## config.mk

```make
export PLATFORM = sky130hd
export DESIGN_NAME = serial_frame_tx_flat
export DESIGN_NICKNAME = d
export VERILOG_FILES = /design/src/rtl/serial_frame_tx_if.sv /design/src/rtl/serial_frame_tx.sv /design/src/flat_wrapper.sv
export SDC_FILE = /design/constraint.sdc
export NUM_CORES = 1
export LEC_CHECK = 0
export CORE_ASPECT_RATIO = 0.6
export CORE_UTILIZATION = 40
export CTS_CLUSTER_DIAMETER = 80
export CTS_CLUSTER_SIZE = 28
export DETAILED_ROUTE_END_ITERATION = 16
export SLEW_MARGIN = 10
export SYNTH_ARGS = -nofsm -noshare
export SYNTH_HDL_FRONTEND = slang
export SYNTH_SLANG_ARGS = --single-unit
```

## constraint.sdc

```tcl
create_clock -name clk -period 1.8 [get_ports clk]
set_input_delay 0.36 -clock clk [delete_from_list [all_inputs] [get_ports clk]]
set_output_delay 0.36 -clock clk [all_outputs]
set_load 0.01 [all_outputs]
```

## src/rtl/serial_frame_tx_if.sv

```systemverilog
// Word handshake into serial_frame_tx.
// Producer drives data_in/data_valid; transmitter drives data_ready.
interface serial_frame_tx_if #(
  parameter int DATA_W = 8
);
  logic [DATA_W-1:0] data_in;
  logic              data_valid;
  logic              data_ready;

  modport master (
    output data_in,
    output data_valid,
    input  data_ready
  );

  modport slave (
    input  data_in,
    input  data_valid,
    output data_ready
  );
endinterface

```

## src/rtl/serial_frame_tx.sv

```systemverilog
// Framed serial transmitter: start marker, payload bits, low gap.
// Define SERIAL_FRAME_TX_PARITY_EN to append an even-parity bit.
module serial_frame_tx #(
  parameter int DATA_W     = 8,
  parameter int GAP_CYCLES = 2,
  parameter int MSB_FIRST  = 1
) (
  input  logic             clk,
  input  logic             rst,
  serial_frame_tx_if.slave bus,
  output logic             ser_out,
  output logic             busy,
  output logic             frame_done,
  output logic [1:0]       state
);

  localparam int CW = $clog2(DATA_W + 2);
`ifdef SERIAL_FRAME_TX_PARITY_EN
  localparam int N = DATA_W + 1;
`else
  localparam int N = DATA_W;
`endif

  typedef enum logic [1:0] {
    IDLE  = 2'b00,
    START = 2'b01,
    SHIFT = 2'b10,
    GAP   = 2'b11
  } st_t;

  st_t               st;
  logic [DATA_W-1:0] sh;
  logic [DATA_W-1:0] sh_nx;
  logic [CW-1:0]     cnt;
  logic [3:0]        gcnt;
  logic              dbit;
  logic              nxt;

  assign bus.data_ready = (st == IDLE);
  assign state          = st;

  always_comb begin
    dbit  = 1'b0;
    sh_nx = sh;
    if (MSB_FIRST != 0) begin
      dbit  = sh[DATA_W-1];
      sh_nx = sh << 1;
    end else begin
      dbit  = sh[0];
      sh_nx = sh >> 1;
    end
  end

`ifdef SERIAL_FRAME_TX_PARITY_EN
  logic par;

  // Parity is latched with the word, so it follows the data in flight.
  always_ff @(posedge clk or posedge rst) begin
    if (rst) begin
      par <= 1'b0;
    end else if (st == IDLE && bus.data_valid) begin
      par <= ^bus.data_in;
    end
  end

  assign nxt = (cnt == CW'(DATA_W)) ? par : dbit;
`else
  assign nxt = dbit;
`endif

  always_ff @(posedge clk or posedge rst) begin
    if (rst) begin
      st         <= IDLE;
      sh         <= '0;
      cnt        <= '0;
      gcnt       <= '0;
      ser_out    <= 1'b0;
      busy       <= 1'b0;
      frame_done <= 1'b0;
    end else begin
      frame_done <= 1'b0;
      case (st)
        IDLE: begin
          if (bus.data_valid) begin
            sh      <= bus.data_in;
            cnt     <= '0;
            gcnt    <= '0;
            st      <= START;
            ser_out <= 1'b1;
            busy    <= 1'b1;
          end
        end
        START: begin
          st      <= SHIFT;
          ser_out <= dbit;
          sh      <= sh_nx;
          cnt     <= CW'(1);
        end
        SHIFT: begin
          // cnt counts bits already put on the line
          if (cnt == CW'(N)) begin
            ser_out <= 1'b0;
            if (GAP_CYCLES > 0) begin
              st   <= GAP;
              gcnt <= 4'd1;
            end else begin
              st         <= IDLE;
              busy       <= 1'b0;
              frame_done <= 1'b1;
            end
          end else begin
            ser_out <= nxt;
            sh      <= sh_nx;
            cnt     <= cnt + 1'b1;
          end
        end
        GAP: begin
          if (gcnt == 4'(GAP_CYCLES)) begin
            st         <= IDLE;
            busy       <= 1'b0;
            frame_done <= 1'b1;
          end else begin
            gcnt <= gcnt + 4'd1;
          end
        end
        default: st <= IDLE;
      endcase
    end
  end

endmodule

```

## src/flat_wrapper.sv

```systemverilog
// flat-port wrapper written by rule: the top's interface ports become plain ports
module serial_frame_tx_flat 
#(
  parameter int DATA_W     = 8,
  parameter int GAP_CYCLES = 2,
  parameter int MSB_FIRST  = 1
)
  (clk, rst, ser_out, busy, frame_done, state, bus_data_in, bus_data_valid, bus_data_ready);
  serial_frame_tx_if #(.DATA_W(DATA_W)) bus_i ();
  input  logic clk;
  input  logic rst;
  output logic ser_out;
  output logic busy;
  output logic frame_done;
  output logic [1:0] state;
  input wire logic [$bits(bus_i.data_in)-1:0] bus_data_in;
  input wire logic [$bits(bus_i.data_valid)-1:0] bus_data_valid;
  output wire logic [$bits(bus_i.data_ready)-1:0] bus_data_ready;
  assign bus_i.data_in = bus_data_in;
  assign bus_i.data_valid = bus_data_valid;
  assign bus_data_ready = bus_i.data_ready;
  serial_frame_tx #(.DATA_W(DATA_W), .GAP_CYCLES(GAP_CYCLES), .MSB_FIRST(MSB_FIRST)) u_core (.clk(clk), .rst(rst), .bus(bus_i), .ser_out(ser_out), .busy(busy), .frame_done(frame_done), .state(state));
endmodule
```

==> reports/metrics.cfg <==
[sta]
setup_ws_ns=0.0165
slew_violations=0
maxSlewHeadroom=0.740
grt_setup_unrepaired=true
finalSetupViolCount=0
skew_ns=0.00208
clock.fmax_ghz=0.561
hold_viol=0
tightest_slew_ns=0.390
setup_tns_ns=0
min_period_ns=1.78
fin_crit_sh=0.991

[logic_synthesis]
netlist.area_leader.share=0.434
synth_top_area_cell=dfrtp_1
yosys-top-cells-area=dfrtp_1 43%, ha_1 9.3%, mux2i_1 6.6%
synth_nets=137
yosysWarnings=0
synth.distinct_cells=32
seq_area_frac_synth=0.434
ys_ff_latch=21
synth.avg_cell_area_um2=10.4
synthCells=117
synth.cell_area_mm2=0.00121

[placed_design]
io_buffers=16
place_ws_ns=-0.167
finalWeightedCongestion=0.850
place_area_mm2=0.00157
hpwl_um=1980

[setup_path]
end_kind=flop
arrival_ns=1.94
cp_data_required_time_ns=1.95
start_kind=flop
crit_fanout=5
ff2ff_setup_slack_ns=0.02
worstSetupPathType=flop to flop

[global_routing]
grt_pass1_vias=947
antenna_found_initial=0
grt.total_usage=0.187
grt_pass1_wl_um=4470
grt_max_degree=22
overflow=0

[die]
die_w_um=73.0
die_h_um=44.6
ios=17
dieArea_mm2=0.00326
rows=15
core_area_mm2=0.00287
start_util=0.422

[power_and_ir_drop]
pwr_density_cell_mw_per_mm2=1950
leakage_nw=0.798
peakVddDrop_mv=0.945

[min_path]
hp-class=primary input to async pin

[clock_network]
clkTransAtPathRegs_ns=0.07
clkLatencyLatePin_ns=0.26
hold_buffers=0
cts_made_buffers=3
cts_tree=built
clock_tree.root_cell=clkbuf_8
clk_path_buf_depth=2
h-tree-depth=1
clock_sinks=21

[cells_and_area]
fillers=232
area_delta_synth_final_pct=43.5
design_area_mm2=0.00174
regArea_um2=528
nets=180
n_antenna_cell=0
drive_gt1_frac=0.308
multi_input_area_um2=732

[flow_run]
maxCapViolCount=0

[detailed_routing]
drc=0
wirelength_um=2880
drt-initial-drc-count=50
dr_total_vias=1043
wl_per_cell_um=14.3
via_per_inst=5.19
drt-pass1-iter-count=4
final_antenna_net_count=0

[run_status]
status=complete, no violations

[power by group]
part	internal, mW	leakage [nW]	switching [mW]
logic	1.15	0.522	1.13
registers	0.668	0.254	0.129
clock network	0.158	0.0228	0.148
total	1.97	0.798	1.41
[per-stage QoR]
step,util,power (mW),hold slack [ns],instances
3_5_place_dp,0.547,2.77,0.494,189
3_3_place_gp,0.547,2.71,0.481,189
2_1_floorplan,-,2.08,0.336,117
6_report,0.605,3.39,0.423,201
5_1_grt,0.605,3.62,0.465,201
4_1_cts,0.590,3.27,0.432,199
[cell usage in the layout (no fill, tap or decap), types with 2 or more instances in the layout]
cell type / n
ha_1: 5
a21o_1: 3
nor2_1: 14
dfrtp_1: 19
nand2_1: 5
a22o_1: 2
buf_4: 26
a21oi_1: 10
dfrtp_2: 2
a32o_1: 4
nand3_1: 5
inv_1: 7
a31o_2: 2
ha_4: 4
mux2i_1: 8
clkbuf_8: 3
clkdlybuf4s50_1: 14
o22ai_1: 4
[cells in the mapped netlist]
library cell  instances
a31oi_1               1
a22o_1                2
nand3_1               5
a21oi_1              11
a21o_1                3
o311a_1               1
a2111oi_4             1
nand4b_1              1
nand3b_4              1
nor2b_1               1
o22ai_1               4
a22oi_1               1
o21ai_1               1
nand2_1               5
inv_1                 9
mux2_2                1
dfrtp_1              21
and2b_2               1
ha_1                  9
buf_2                 1
and4bb_2              1
clkbuf_1              1
a31o_2                2
a32o_1                4
mux2i_1               8
buf_1                 1
or2b_1                1
nor2_1               15
and2b_1               1
o31ai_2               1
o41ai_1               1
a32oi_1               1
[worst max-delay path, stage by stage (launching register included)]
cell     delay, ns
dfrtp_2       0.48
inv_4         0.11
ha_4          0.15
or2b_1        0.32
buf_4         0.16
a32oi_1       0.20
o22ai_1       0.10
a21o_1        0.15
[kinds of logic (layout without fill, tap and decap cells)]
group | count (synthesis) | count (layout) | share of synthesized area
AND/OR/NAND/NOR | 32 | 32 | 0.142
buffers and inverters | 12 | 54 | 0.0382
flip-flops | 21 | 21 | 0.434
AO/OA/AOI/OAI | 34 | 34 | 0.218
multiplexers | 9 | 9 | 0.0754
adder cells (fa/ha/maj) | 9 | 9 | 0.0930
[layout make-up]
class	count	share of cell area
multi-input cells	84	0.421
flip-flops and latches	21	0.304
repair buffers	41	0.198
well taps	42	0.0302
clock buffers	4	0.0259
inverters	9	0.0209
[path summary, 6_finish.rpt]
| check | from | end | cells after the start |
|---|---|---|---|
| setup / recovery | u_core.state[1] | u_core.cnt[0] | 7 |
| hold / removal | rst | u_core.gcnt[3] | 3 |
| setup reg to reg | u_core.state[1] | u_core.cnt[0] | 7 |
| hold reg to reg | u_core.busy | u_core.busy | 1 |
| max in group asynchronous | rst | u_core.state[0] | 3 |
| min in group clk | u_core.busy | u_core.busy | 1 |
[sequential cells by signal (all words and copies together) (netlist names)]
register           count
u_core.sh              8
u_core.cnt             4
u_core.state           2
u_core.busy            1
u_core.ser_out         1
u_core.gcnt            4
u_core.frame_done      1
[routing by layer]
metal,up-vias,share of wire,track usage
li1,512,-,-
met1,497,0.50,0.266
met2,32,0.44,0.281
met3,2,0.054,0.0569
met4,0,0.0028,0.0353
met5,-,0,0
[repair_timing]
item,in CTS,in global routing
gates resized for setup,6,7
setup endpoints to repair,10,6
pin swaps,1,2
setup buffers,6,2
(Power assumes the default switching activity.)
